<file path="src/rtl/romulus_pkg.sv">
// Shared encodings and helpers for the Romulus TBC control sequencer.
// The rc next-state function is shared by the sequencer and any unrolled datapath.
package romulus_pkg;

    localparam logic [2:0] CMD_INIT    = 3'd0;
    localparam logic [2:0] CMD_LDKEY   = 3'd1;
    localparam logic [2:0] CMD_LDTWEAK = 3'd2;
    localparam logic [2:0] CMD_ABSORB  = 3'd3;
    localparam logic [2:0] CMD_TBC     = 3'd4;
    localparam logic [2:0] CMD_INCCNT  = 3'd5;

    localparam logic [5:0] RC_INIT = 6'h01;
    localparam logic [3:0] C2      = 4'h2;

    typedef enum logic [2:0] {
        S_IDLE    = 3'd0,
        S_INIT    = 3'd1,
        S_LDKEY   = 3'd2,
        S_LDTW    = 3'd3,
        S_ABSORB  = 3'd4,
        S_ROUND   = 3'd5,
        S_CORRECT = 3'd6,
        S_INCCNT  = 3'd7
    } state_t;

    typedef struct packed {
        state_t      state;
        logic [5:0]  rc;
        logic [5:0]  round_cnt;
        logic [7:0]  beat_cnt;
    } dbg_t;

    // SKINNY 6-bit round-constant LFSR step.
    function automatic logic [5:0] rc_next(input logic [5:0] rc);
        return {rc[4:0], rc[5] ^ rc[4] ^ 1'b1};
    endfunction

endpackage

</file>
<file path="src/rtl/romulus_rc_lfsr.sv">
// SKINNY round-constant generator: reload on load, advance on step.
// constant packs C2 with the split rc field as the datapath expects it.
module romulus_rc_lfsr
    import romulus_pkg::*;
(
    input  logic        clk,
    input  logic        rst,
    input  logic        load,
    input  logic        step,
    output logic [5:0]  rc,
    output logic [11:0] constant
);

    always_ff @(posedge clk) begin
        if (rst || load) begin
            rc <= RC_INIT;
        end else if (step) begin
            rc <= rc_next(rc);
        end
    end

    assign constant = {C2, 2'b00, rc[5:4], rc[3:0]};

endmodule

</file>
<file path="src/rtl/romulus_tbc_sequencer.sv">
// Romulus control sequencer: turns single commands and pdi/sdi/pdo handshakes
// into per-cycle datapath enables, resets and selects.
module romulus_tbc_sequencer
    import romulus_pkg::*;
#(
    parameter int buswidth      = 128,
    parameter int constantwidth = 12,
    parameter int NROUNDS       = 40
) (
    input  logic                      clk,
    input  logic                      rst,
    input  logic                      cmd_valid,
    output logic                      cmd_ready,
    input  logic [2:0]                cmd,
    input  logic [7:0]                cmd_domain,
    input  logic                      cmd_decrypt,
    input  logic                      sdi_valid,
    output logic                      sdi_ready,
    input  logic                      pdi_valid,
    output logic                      pdi_ready,
    output logic                      pdo_valid,
    input  logic                      pdo_ready,
    output logic                      done,
    output logic [constantwidth-1:0]  constant,
    output logic [buswidth/8-1:0]     decrypt,
    output logic [7:0]                domain,
    output logic                      srst,
    output logic                      senc,
    output logic                      sen,
    output logic                      xrst,
    output logic                      xenc,
    output logic                      xen,
    output logic                      yrst,
    output logic                      yenc,
    output logic                      yen,
    output logic                      zrst,
    output logic                      zenc,
    output logic                      zen,
    output logic                      erst,
    output logic                      correct_cnt,
    output logic                      tk1s,
    output dbg_t                      dbg
);

    localparam int BEATS = 128 / buswidth;

    state_t      state;
    logic [7:0]  beat_cnt;
    logic [5:0]  round_cnt;
    logic        done_q;
    logic        decrypt_q;
    logic [7:0]  domain_q;
    logic [5:0]  rc;
    logic [11:0] lfsr_constant;
    logic        accept;

    // Handshakes: a beat moves only in a cycle where valid and ready are both
    // high; the command port uses the same rule with cmd_ready = (state == IDLE).
    assign accept = cmd_valid && (state == S_IDLE);

    romulus_rc_lfsr u_rc_lfsr (
        .clk      (clk),
        .rst      (rst),
        .load     (accept && (cmd == CMD_TBC)),
        .step     (state == S_ROUND),
        .rc       (rc),
        .constant (lfsr_constant)
    );

    always_ff @(posedge clk) begin
        if (rst) begin
            state     <= S_IDLE;
            beat_cnt  <= '0;
            round_cnt <= '0;
            done_q    <= 1'b0;
            decrypt_q <= 1'b0;
            domain_q  <= '0;
        end else begin
            done_q <= 1'b0;
            case (state)
                S_IDLE: begin
                    if (cmd_valid) begin
                        domain_q  <= cmd_domain;
                        decrypt_q <= cmd_decrypt;
                        beat_cnt  <= '0;
                        round_cnt <= '0;
                        case (cmd)
                            CMD_INIT:    state <= S_INIT;
                            CMD_LDKEY:   state <= S_LDKEY;
                            CMD_LDTWEAK: state <= S_LDTW;
                            CMD_ABSORB:  state <= S_ABSORB;
                            CMD_TBC:     state <= S_ROUND;
                            CMD_INCCNT:  state <= S_INCCNT;
                            default:     done_q <= 1'b1;
                        endcase
                    end
                end
                S_INIT, S_INCCNT, S_CORRECT: begin
                    state  <= S_IDLE;
                    done_q <= 1'b1;
                end
                S_LDKEY, S_LDTW, S_ABSORB: begin
                    if ((state == S_LDKEY  && sdi_valid) ||
                        (state == S_LDTW   && pdi_valid) ||
                        (state == S_ABSORB && pdi_valid && pdo_ready)) begin
                        beat_cnt <= beat_cnt + 8'd1;
                        if (beat_cnt == 8'(BEATS - 1)) begin
                            state  <= S_IDLE;
                            done_q <= 1'b1;
                        end
                    end
                end
                S_ROUND: begin
                    round_cnt <= round_cnt + 6'd1;
                    if (round_cnt == 6'(NROUNDS - 1)) begin
                        state <= S_CORRECT;
                    end
                end
                default: state <= S_IDLE;
            endcase
        end
    end

    always_comb begin
        cmd_ready   = (state == S_IDLE);
        done        = done_q;
        sdi_ready   = 1'b0;
        pdi_ready   = 1'b0;
        pdo_valid   = 1'b0;
        constant    = '0;
        decrypt     = '0;
        srst        = 1'b0;
        senc        = 1'b0;
        sen         = 1'b0;
        xrst        = 1'b0;
        xenc        = 1'b0;
        xen         = 1'b0;
        yrst        = 1'b0;
        yenc        = 1'b0;
        yen         = 1'b0;
        zrst        = 1'b0;
        zenc        = 1'b0;
        zen         = 1'b0;
        erst        = 1'b0;
        correct_cnt = 1'b0;
        tk1s        = 1'b0;
        case (state)
            S_INIT: begin
                srst = 1'b1;
                zrst = 1'b1;
                erst = 1'b1;
            end
            S_LDKEY: begin
                sdi_ready = 1'b1;
                xrst      = sdi_valid;
            end
            S_LDTW: begin
                pdi_ready = 1'b1;
                yrst      = pdi_valid;
            end
            S_ABSORB: begin
                pdo_valid = pdi_valid;
                pdi_ready = pdo_ready;
                sen       = pdi_valid && pdo_ready;
                decrypt   = {(buswidth/8){decrypt_q}};
            end
            S_ROUND: begin
                sen      = 1'b1;
                senc     = 1'b1;
                xen      = 1'b1;
                xenc     = 1'b1;
                yen      = 1'b1;
                yenc     = 1'b1;
                zen      = 1'b1;
                zenc     = 1'b1;
                constant = lfsr_constant;
            end
            S_CORRECT: begin
                xen = 1'b1;
                yen = 1'b1;
                zen = 1'b1;
            end
            S_INCCNT: begin
                zen         = 1'b1;
                correct_cnt = 1'b1;
            end
            default: ;
        endcase
    end

    assign domain = domain_q;

    always_comb begin
        dbg.state     = state;
        dbg.rc        = rc;
        dbg.round_cnt = round_cnt;
        dbg.beat_cnt  = beat_cnt;
    end

endmodule

</file>
<file path="config.mk">
export PLATFORM = sky130hd
export DESIGN_NAME = romulus_tbc_sequencer
export DESIGN_NICKNAME = d
export VERILOG_FILES = /design/src/rtl/romulus_pkg.sv /design/src/rtl/romulus_rc_lfsr.sv /design/src/rtl/romulus_tbc_sequencer.sv
export SDC_FILE = /design/constraint.sdc
export NUM_CORES = 1
export LEC_CHECK = 0
export ABC_AREA = 1
export BUFFER_PORTS_ARGS = -buffer_cell sky130_fd_sc_hd__buf_2
export CAP_MARGIN = 5
export CORE_MARGIN = 1.5
export CORE_UTILIZATION = 40
export DETAILED_ROUTE_END_ITERATION = 16
export MAX_ROUTING_LAYER = met4
export PLACE_DENSITY = 0.83
export REMOVE_ABC_BUFFERS = 1
export SLEW_MARGIN = 25
export SYNTH_ARGS = -nofsm -noshare
export SYNTH_HDL_FRONTEND = slang
export SYNTH_HIERARCHICAL = 1
export SYNTH_SLANG_ARGS = --single-unit
</file>
<file path="constraint.sdc">
create_clock -name clk -period 1.6 [get_ports clk]
set_input_delay 0.32 -clock clk [delete_from_list [all_inputs] [get_ports clk]]
set_output_delay 0.32 -clock clk [all_outputs]
set_load 0.02 [all_outputs]
</file>
; ---- Word-level counts from Yosys, hierarchy flattened
; Cells that the tools add are included.
[op_classes]
n_bitwise = 2
n_reduce_logical = 24
n_eq_ne = 18
n_addsub = 2
n_mux = 29
[ops]
columns = op, count
row1 = $eq 3x3->1 const B, 6
row2 = $pmux 3 s6, 1
row3 = $mux 16, 1
row4 = $mux 8, 2
row5 = $pmux 8 s2, 1
row6 = $mux 1, 13
row7 = $eq 3x2->1 const B, 4
row8 = $mux 3, 4
row9 = $pmux 3 s4, 1
row10 = $pmux 6 s2, 1
row11 = $mux 10, 1
row12 = $reduce_or 3->1, 3
row13 = $add 8x1->8 const B, 1
row14 = $logic_not 8->1, 1
row15 = $ne 2x2->1 const B, 4
row16 = $logic_and 1x1->1, 7
row17 = $ne 7x1->1 const B, 1
row18 = $add 6x1->6 const B, 1
row19 = $eq 3x1->1 const B, 2
row20 = $eq 6x6->1 const B, 1
row21 = $logic_not 3->1, 2
row22 = $mux 6, 1
row23 = $reduce_or 6->1, 1
row24 = $reduce_and 5->1, 1
row25 = 9 further kinds, 14
[totals]
reg_bits = 33
output_inout_bits = 79
in_bits = 18

; ---- Longest topological paths before layout
; Gate-level depths: netlist (run 1).
[depth]
word_depth = 6
ltp_mapped = 11

; ---- Hierarchy
; Netlist (run 1), hierarchy kept.
[modules_own_cells]
columns = module, area_per_inst_um2, seq_area_each_um2, instances, cells_per_inst
row1 = romulus_tbc_sequencer, 1737.9, 540.5, 1, 251
row2 = romulus_rc_lfsr, 382.9, 120.1, 1, 50

; ---- Least setup slack after synthesis (run 1)
; Ideal clock, no wire load.
[synth_path]
path_kind = reg-to-output
startpoint = register state[0]
endpoint = output decrypt[10]
t_arrival_ps = 1834
slack_ps = -554
n_path_buf = 2
stages_incl_launch_ff = 6
path_cell_list = dfxtp_1 > buf_6 > nor2_4 > nand2_1 > nor2_1 > buf_4
[synth_between]
elab_chain_len = 2
[synth_lines]
columns = element, line_no
row1 = "start, declared", romulus_tbc_sequencer.sv:47  ; state_t state;
row2 = "start signal, assigned", romulus_tbc_sequencer.sv:72  ; state <= S_IDLE;
row3 = "start signal, assigned", romulus_tbc_sequencer.sv:88  ; CMD_INIT: state <= S_INIT;
row4 = "start signal, assigned", romulus_tbc_sequencer.sv:89  ; CMD_LDKEY: state <= S_LDKEY;
row5 = $eq 3x3->1, romulus_tbc_sequencer.sv:147  ; case (state)
row6 = $mux 16, romulus_tbc_sequencer.sv:147
row7 = "end, declared", romulus_tbc_sequencer.sv:25  ; output logic [buswidth/8-1:0] decrypt,
; No other way between the ends.

; ---- Final worst setup path (run 1)
[layout_path]
startpoint = register state[1]
endpoint = output decrypt[11]
; Same word-level chain as after synthesis.

==> results of run 1 <==
## critical path, delay by kind of cell, from the launching register on
family | cells | cell delay (ns)
buffers and inverters | 2 | 0.30
DFF | 1 | 0.37
and+or+nand+nor | 3 | 0.37
## layer usage
metal	share of wire, %	GRT usage (%)	wire length (µm)	up-vias
met3	5.5	4.63	301	8
met1	44	22.3	2400	941
met4	1.4	4.76	78	0
met2	49	30.3	2700	74
li1	-	-	-	1062
met5	0	-	0	-
## path summary, 6_finish.rpt
check	from	end	slack, ns	cells past startpoint
setup reg to reg	state[1]$_SDFFE_PP0P_	u_rc_lfsr/rc[0]$_SDFFE_PP1P_	0.08	10
setup / recovery	state[1]$_SDFFE_PP0P_	decrypt[11]	-0.05	5
hold reg to reg	round_cnt[0]$_SDFFE_PP0P_	round_cnt[0]$_SDFFE_PP0P_	0.45	1
hold / removal	rst	done$_SDFF_PP0_	0.27	2
## cells by family after synthesis
group,count (synthesis),share of synthesized area (%)
and+or+nand+nor,121,27.8
adders and majority gates,3,1.77
AOI/OAI and AO/OA,54,14.6
buffers and inverters,85,23.2
xor gates and xnor gates,2,0.826
DFF,33,31.2
other,3,0.531
## repair_timing
item / in CTS / in global routing
gates resized for setup: 38 / 28
hold buffers: 0 / 0
pin swaps: 2 / 4
setup buffers: 9 / 0
gates cloned: 2 / 0
setup endpoints to repair: 39 / 43
## final cells by class
class	count	area [µm²]
fillers	495	2320
clock buffers	6	72.6
flip-flops and latches	33	673
repair buffers	106	703
inverters	45	191
multi-input cells	188	1050
well taps	70	87.6
clock inverters	2	10.0
## power groups by stage
stage,clock network [mW],logic [mW],registers (mW)
after floorplan,0,1.02,1.28
after global routing,0.676,2.17,1.14
after detailed placement,0,1.70,1.12
after global placement,0,1.68,1.11
final,0.619,2.00,1.13
after CTS,0.630,1.90,1.11
## stage by stage
| stage | hold WS [ns] | area (µm²) | power [mW] | setup WS (ns) | utilization, % |
|---|---|---|---|---|---|
| finish | 0.274 | 2790 | 3.74 | -0.0515 | 54.6 |
| global route | 0.284 | 2790 | 3.99 | -0.109 | 54.6 |
| CTS | 0.269 | 2680 | 3.64 | -0.0279 | 52.5 |
| detailed placement | 0.455 | 2410 | 2.82 | 0.0616 | 47.2 |
| global placement | 0.450 | 2410 | 2.79 | 0.119 | 47.2 |
| floorplan | 0.389 | 1830 | 2.30 | -3.47 | - |
## cells in the final DEF (no fill, tap or decap), drive strengths merged
cell type  count
xor2           2
nor3           4
and3           1
nand2         64
clkbuf         6
conb           7
nand3         15
clkinv         2
nor3b          1
a21oi         34
nand4          3
o21ai         16
buf          106
nor2          33
ha             3
inv           45
dfxtp         33
nor4           1
a31oi          3
a211oi         1
## sequential cells by signal, summed over array words and instances (netlist names)
name	count
beat_cnt	8
domain	8
round_cnt	6
u_rc_lfsr/rc	6
state	3
decrypt_q	1
done	1
==> reports/metrics.yaml, run 1 <==
slew_viol_final: 0
power_frac_comb_pct: 53.4
ir_drop_v: 0.000631
power.leakage_nw: 1.37
synthesis.area_um2: 2120
grt_max_degree: 20
drt_iter0_drc: 99
hold_viol: 0
max_stage_delay_ns: 0.37
ys_types: 34
swShare_pct: 46.5
wirelength_um: 5480
port_buffers: 90
numCtsBuffers: 5
num_vias: 2085
core_area_um2: 5110
die_w_um: 75.8
min_path_type: "input pin to flop"
finClkSkew_ns: 0.00403
areaGrowthSynthToFinish_pct: 31.4
syn_area_per_cell_um2: 7.05
yosys_most_used_dff: "dfxtp_1"
failed_checks: "setup timing"
wl_per_cell_um: 12.2
ys_seq_elements: 33
viasPerCell: 4.63
worst-setup-path-type: "flop to primary output"
maxCapViolCount: 0
ys_seq_area_share_pct: 31.2
die_h_um: 75.8
synth_warnings: 6
powerDensity_nw_per_um2: 1340
rsz0062_at_grt: "yes"
final_layout_size_suffix_gt1_share_pct: 41.3
final_cells: 450
critPathRequiredTime_ns: 1.28
start_util_pct: 41.5
clk_pin_slew_ns: 0.07
internal-power_mw: 2.00
layout_min_cycle_time_ns: 1.65
synthTopCellsByArea: "dfxtp_1 (31%), buf_4 (12%), nand2_1 (9.2%)"
grt_pass1_vias: 1736
synth_cells: 301
status: "complete, but fails checks"
grt_usage_pct: 18.4
yosysTopAreaCellShare_pct: 31.2
synthTopCellsByCount: "nand2_1 (52), inv_1 (37), buf_4 (34)"
switching_power_mw: 1.74
clkLatencyLatePin_ns: 0.29
synth_edf_count: 0
final_nets: 400
place_hpwl_um: 3570
cts_root_buf: "clkbuf_8"
final-setup-viol-count: 25
io_pins: 97
cts.sinks: 33
tns_ns: -0.695
yosysMostFrequentCell: "nand2_1"
grt_pass1_wl_um: 7830
antenna_found_initial: 0
ant_nets: 0
cp_max_fo: 8
dp.cells: 431
slowest_stage: "dfxtp_4"
diodes: 0
p_clk_share_pct: 16.5
routabilityCongestion: 0.842
crit_chain: "nor2_4, nand2_4, nor2_4, buf_6, buf_6"
p_seq_share_pct: 30.1
cts_max_level: 2
end_kind: "primary output"
post-route-period-util_pct: 103
timing.fmax_mhz: 606
setup_ws_ns: -0.0515
num_rows: 26
dr.pass1.iters: 4
synth_top_area_cell: "dfxtp_1"
critPathLaunchType: "flop"
clock_path_buffers: 2
cts_tree: "built"
drc: 0
dieArea_um2: 5750
grt_overflow: 0
cp.arrival_ns: 1.33
async_reset_ff_share_pct: 0
(Power assumes the default switching activity.)
==> run 2, diff against run 1 <==
--- a/config.mk
+++ b/config.mk
@@ -5,14 +5,13 @@
 export SDC_FILE = /design/constraint.sdc
 export NUM_CORES = 1
 export LEC_CHECK = 0
-export ABC_AREA = 1
 export BUFFER_PORTS_ARGS = -buffer_cell sky130_fd_sc_hd__buf_2
 export CAP_MARGIN = 5
 export CORE_MARGIN = 1.5
 export CORE_UTILIZATION = 40
 export DETAILED_ROUTE_END_ITERATION = 16
 export MAX_ROUTING_LAYER = met4
-export PLACE_DENSITY = 0.83
+export PLACE_DENSITY = 0.84
 export REMOVE_ABC_BUFFERS = 1
 export SLEW_MARGIN = 25
 export SYNTH_ARGS = -nofsm -noshare
==> run 2 against run 1 <==
Clock power down 7.9%. Register-to-register slack worse by 0.26 ns. Sequential cell count unchanged. Non-clock buffer count up 25. First-iteration DRC count up 20%. Core utilization up 13 points. Global-route usage up 2.1 points. Critical path depth up 3. Synthesized cell count down 18%. Hold slack worse by 0.0016 ns. The flow still finishes with violations (setup timing). Count of clock-buffer cells in the layout down 1. Maximum frequency down 7.4%. Critical path type is now flop to flop.
==> reports/metrics.yaml, run 2 <==
areaGrowthSynthToFinish_pct: 63.2
antenna_found_initial: 0  # unchanged
ant_nets: 0  # unchanged
async_reset_ff_share_pct: 0  # unchanged
r2r_slack_ns: -0.18  # -0.26 ns
diodes: 0  # unchanged
final-setup-viol-count: 57  # +130%
die_h_um: 73.1  # -3.6%
start_util_pct: 41.6  # +0.066 points
cp.arrival_ns: 1.95  # +0.62 ns
drt_iter0_drc: 119  # +20%
viasPerCell: 4.96  # +7.0%
multi_input_area_um2: 1170  # +12%
worst-setup-path-type: "flop to flop"
io_pins: 97  # unchanged
core_area_um2: 4720  # -7.5%
numCtsBuffers: 5  # unchanged
dieArea_um2: 5340  # -7.1%
ys_seq_area_share_pct: 33.6  # +2.5 points
dr.pass1.iters: 5  # +1
cts_max_level: 2  # unchanged
failed_checks: "setup timing"
post-route-period-util_pct: 111  # +8.3 points
cts_root_buf: "clkbuf_8"
fillers: 372  # -25%
drc: 0  # unchanged
synthesis.area_um2: 1960  # -7.4%
ir_drop_v: 0.000540  # -14%
setup_ws_ns: -0.184  # -0.132 ns
ys_types: 48  # +41%
grt_overflow: 0  # unchanged
slew_viol_final: 0  # unchanged
timing.fmax_mhz: 561  # -7.4%
pre_cts_ws_ns: -0.0566  # -0.118 ns
finClkSkew_ns: 0.00291  # -0.00112 ns
cp_max_fo: 4  # -4
final_common_cell: "buf_2"
layout_common_cells: "buf_2 (51), buf_6 (31), dfxtp_1 (30)"
min_path_type: "input pin to flop"
rsz0062_at_grt: "yes"
synth_top_area_cell: "dfxtp_1"
grt_pass1_wl_um: 8290  # +5.9%
die_w_um: 73.1  # -3.6%
final_util_pct: 67.9  # +13 points
synth_cells: 248  # -18%
holdPathStages: 3  # +1
hold_end: "domain[5]$_SDFFE_PP0P_"
routabilityCongestion: 0.820  # -2.6%
clkLatencyLatePin_ns: 0.28  # about the same
yosysMostFrequentCell: "buf_4"
end_kind: "flop"
wl_per_cell_um: 14.2  # +17%
clock_path_buffers: 2  # unchanged
final_cells: 410  # -8.9%
num_vias: 2033  # -2.5%
seq_area_um2: 669  # -0.56%
status: "complete, but fails checks"
postPlaceCellArea_um2: 2400  # -0.31%
port_buffers: 90  # unchanged
r2r-start: "state[0]$_SDFFE_PP0P_"
num_rows: 25  # -3.8%
synth_warnings: 6  # unchanged
synth_edf_count: 0  # unchanged
powerDensity_nw_per_um2: 1190  # -11%
grt_usage_pct: 20.5  # +2.1 points
dp.cells: 385  # -11%
reg2reg_to: "beat_cnt[4]$_SDFFE_PP0P_"
critPathLaunchType: "flop"
totalPowerFinal_mw: 3.82  # +2.0%
grt_pass1_vias: 1835  # +5.7%
ys_seq_elements: 33  # unchanged
place_hpwl_um: 3410  # -4.5%
wirelength_um: 5840  # +6.6%
critPathRequiredTime_ns: 1.77  # +0.49 ns
final_nets: 365  # -8.8%
cts_hold_buf: 0  # unchanged
yosysTopAreaCellShare_pct: 33.6  # +2.5 points
final_area_um2: 3210  # +15%
cts_tree: "built"
synthTopCellsByCount: "buf_4 (34), dfxtp_1 (33), nand2_1 (27)"
holdCritStartpoint: "cmd_domain[5]"
hold_viol: 0  # unchanged
grt_max_degree: 16  # -20%
final_layout_size_suffix_gt1_share_pct: 52.8  # +11 points
r2r_cells: 8  # -2
power.leakage_nw: 1.49  # +8.8%
syn_area_per_cell_um2: 7.92  # +12%
maxCapViolCount: 0  # unchanged
yosys_most_used_dff: "dfxtp_1"
cts.sinks: 33  # unchanged
synthTopCellsByArea: "dfxtp_1 (34%), buf_4 (13%), a21oi_1 (5.6%)"
clk_pin_slew_ns: 0.07  # about the same
layout_min_cycle_time_ns: 1.78  # +0.132 ns
-- run 2: layer usage --
metal / share of wire [%] / GRT usage, % / vias to the layer above
li1: - / - / 994
met4: 1.6 / 5.66 / 0
met2: 54 / 35.5 / 88
met1: 39 / 23.4 / 934
met5: 0 / - / -
met3: 5.9 / 5.25 / 17
-- run 2: critical path, stage by stage, from the launching register on --
cell	delay, ns
dfxtp_4	0.37
buf_6	0.10
mux2_2	0.36
a32o_2	0.25
buf_4	0.15
buf_6	0.13
nand4_1	0.10
xor2_1	0.15
nor2_1	0.06
-- run 2: worst max-delay path by stage --
stage / to / from / cells past startpoint
after CTS: constant[1] / state[0]$_SDFFE_PP0P_ / 6
after detailed placement: beat_cnt[7]$_SDFFE_PP0P_ / state[0]$_SDFFE_PP0P_ / 5
after global placement: beat_cnt[7]$_SDFFE_PP0P_ / state[0]$_SDFFE_PP0P_ / 5
after global routing: beat_cnt[2]$_SDFFE_PP0P_ / state[0]$_SDFFE_PP0P_ / 8
after floorplan: decrypt[0] / state[2]$_SDFFE_PP0P_ / 2
final: beat_cnt[4]$_SDFFE_PP0P_ / state[0]$_SDFFE_PP0P_ / 8
-- run 2: power by group --
group,total (mW),switching [mW],internal (mW)
Clock,0.570,0.285,0.286
Sequential,1.01,0.0784,0.936
Combinational,2.23,1.13,1.10
Total,3.82,1.49,2.32
-- run 2: what timing repair did --
item	CTS	global route
resized for setup	96	56
buffers inserted	8	8
pin swaps	13	18
gates cloned	2	1
endpoints found under the setup margin	47	63
-- run 2: stage by stage --
| step | setup TNS [ns] | hold slack (ns) |
|---|---|---|
| after detailed placement | -0.125 | 0.445 |
| after CTS | -4.49 | 0.269 |
| after floorplan | -53.88 | 0.389 |
| final | -6.18 | 0.272 |
| after global routing | -9.93 | 0.278 |
| after global placement | 0 | 0.439 |
-- run 2: cell type report --
| cell class | count | share of cell area [%] |
|---|---|---|
| flip-flops and latches | 33 | 20.9 |
| well taps | 67 | 2.61 |
| multi-input cells | 169 | 36.6 |
| clock buffers | 5 | 2.15 |
| repair buffers | 131 | 37.2 |
| clock inverters | 1 | 0.156 |
| inverters | 4 | 0.468 |
-- run 2: cell families after synthesis --
kind of cell    Yosys count  share of synthesized area (%)
simple gates            105                           28.0
buf+inv                  50                           16.8
compound gates           41                           12.9
flops                    33                           33.6
xor+xnor                  7                           3.12
mux                       6                           3.12
fa+ha+maj                 3                           1.91
other cells               3                          0.573
==> run 3, diff against run 2 <==
--- a/config.mk
+++ b/config.mk
@@ -11,7 +11,7 @@
 export CORE_UTILIZATION = 40
 export DETAILED_ROUTE_END_ITERATION = 16
 export MAX_ROUTING_LAYER = met4
-export PLACE_DENSITY = 0.84
+export PLACE_DENSITY = 0.72
 export REMOVE_ABC_BUFFERS = 1
 export SLEW_MARGIN = 25
 export SYNTH_ARGS = -nofsm -noshare
==> run 3 against run 2 <==
The flow still finishes with violations (setup timing). Register-to-register slack improved by 0.09 ns. Worst setup slack improved by 0.021 ns. Hold slack lost 0.013 ns. Sequential cell count is the same. Maximum frequency up 1.2%. Combinational power fell by 14%. Critical endpoint is now sen. Largest power group unchanged. Highest routed layer unchanged.
==> reports/metrics.yaml, run 3 (synthesis results as in run 2) <==
status: "complete, but fails checks"
failed_checks: "setup timing"
setup_ws_ns: -0.163  # +0.0205 ns
finClkSkew_ns: 0.00537  # +0.00246 ns
timing.fmax_mhz: 567  # +1.2%
cp_max_fo: 5  # +1
end_kind: "primary output"
holdPathStages: 3  # unchanged
numCtsBuffers: 5  # unchanged
dieArea_um2: 5340  # unchanged
grt_pass1_wl_um: 7780  # -6.2%
num_vias: 1971  # -3.0%
grt_overflow: 0  # unchanged
layout_common_cells: "buf_2 (56), buf_4 (31), dfxtp_1 (30)"
cts_tree: "built"
final_common_cell: "buf_2"
clk_pin_slew_ns: 0.07  # about the same
dp.cells: 384  # -0.26%
cp.arrival_ns: 1.44  # -0.51 ns
clock_path_buffers: 2  # unchanged
grt_pass1_vias: 1664  # -9.3%
dr.pass1.iters: 4  # -1
totalPowerFinal_mw: 3.56  # -6.8%
maxCapViolCount: 0  # unchanged
critPathLaunchType: "flop"
io_pins: 97  # unchanged
cts_root_buf: "clkbuf_8"
min_path_type: "input pin to flop"
drc: 0  # unchanged
cts_max_level: 2  # unchanged
wl_per_cell_um: 12.7  # -11%
powerDensity_nw_per_um2: 1200  # +0.87%
antenna_found_initial: 0  # unchanged
place_hpwl_um: 3330  # -2.4%
die_w_um: 73.1  # unchanged
post-route-period-util_pct: 110  # -1.3 points
finalHoldWorstSlack_ns: 0.259  # -0.0125 ns
viasPerCell: 4.88  # -1.6%
drt_iter0_drc: 67  # -44%
busiest_layer: "met2"
use_met2_pct: 33.3  # -2.1 points
rsz0062_at_grt: "yes"
core_area_um2: 4720  # unchanged
clkLatencyLatePin_ns: 0.29  # about the same
use_met1_pct: 22.4  # -0.98 points
final_cells: 404  # -1.5%
critPathRequiredTime_ns: 1.28  # -0.49 ns
diodes: 0  # unchanged
wirelength_um: 5140  # -12%
cts.sinks: 33  # unchanged
hold_viol: 0  # unchanged
worst-setup-path-type: "flop to primary output"
ant_nets: 0  # unchanged
ir_drop_v: 0.000562  # +4.1%
routabilityCongestion: 0.896  # +9.3%
grt_usage_pct: 19.7  # -0.79 points
port_buffers: 90  # unchanged
final-setup-viol-count: 37  # -35%
start_util_pct: 41.6  # unchanged
final_layout_size_suffix_gt1_share_pct: 50.4  # -2.3 points
die_h_um: 73.1  # unchanged
layout_min_cycle_time_ns: 1.76  # -0.0205 ns
r2r_cells: 7  # -1
areaGrowthSynthToFinish_pct: 50.8
num_rows: 25  # unchanged
met3_usage_pct: 4.83  # -0.41 points
slew_viol_final: 0  # unchanged
final_nets: 357  # -2.2%
grt_max_degree: 14  # -2
power.leakage_nw: 1.39  # -6.2%
cts_hold_buf: 0  # unchanged
==> run 3: worst paths after layout <==
path,from,to,slack [ns]
worst min register to register,domain[5]$_SDFFE_PP0P_,domain[5]$_SDFFE_PP0P_,0.46
worst max-delay path,state[2]$_SDFFE_PP0P_,sen,-0.16
worst max register to register,state[2]$_SDFFE_PP0P_,beat_cnt[6]$_SDFFE_PP0P_,-0.09
worst min-delay path,cmd_domain[4],domain[4]$_SDFFE_PP0P_,0.26
==> run 3: where the power goes <==
group,switching (mW),internal [mW],total (mW),leakage [nW]
registers,0.0805,0.936,1.02,0.270
clock network,0.323,0.300,0.623,0.0439
logic,1.01,0.908,1.92,1.08
==> run 3: timing repair <==
item | 4_1_cts | 5_1_grt
setup buffers | 8 | 3
cloned | 2 | 0
gates resized for setup | 75 | 44
setup endpoints to repair | 41 | 58
pin swaps | 11 | 6
==> run 3: worst max-delay path, cell delays in order (launching register included) <==
cell	delay [ns]
dfxtp_4	0.36
nor3b_4	0.15
buf_4	0.14
buf_6	0.10
and2_4	0.12
a21o_1	0.16
buf_6	0.13
==> run 3: per-stage QoR <==
stage | util, % | instance area [µm²] | setup TNS [ns] | setup WS, ns
global route | 62.7 | 2960 | -6.36 | -0.226
global placement | 50.4 | 2380 | 0 | 0.0277
CTS | 59.7 | 2820 | -3.28 | -0.149
detailed placement | 50.4 | 2380 | -0.0447 | -0.0447
finish | 62.7 | 2960 | -3.62 | -0.163
floorplan | - | 1670 | -53.88 | -1.93
==> run 3: cell type report <==
cell class              instances  area [µm²]
inverters                       4        15.0
fillers                       393        1760
well taps                      67        83.8
clock inverters                 3        17.5
flip-flops and latches         33         669
repair buffers                123         993
multi-input cells             169        1110
clock buffers                   5        68.8
==> run 3: layer usage <==
layer	vias to the layer above	routed length [µm]
met5	-	0
met4	0	83
met3	7	330
met2	79	2600
met1	912	2120
li1	973	-
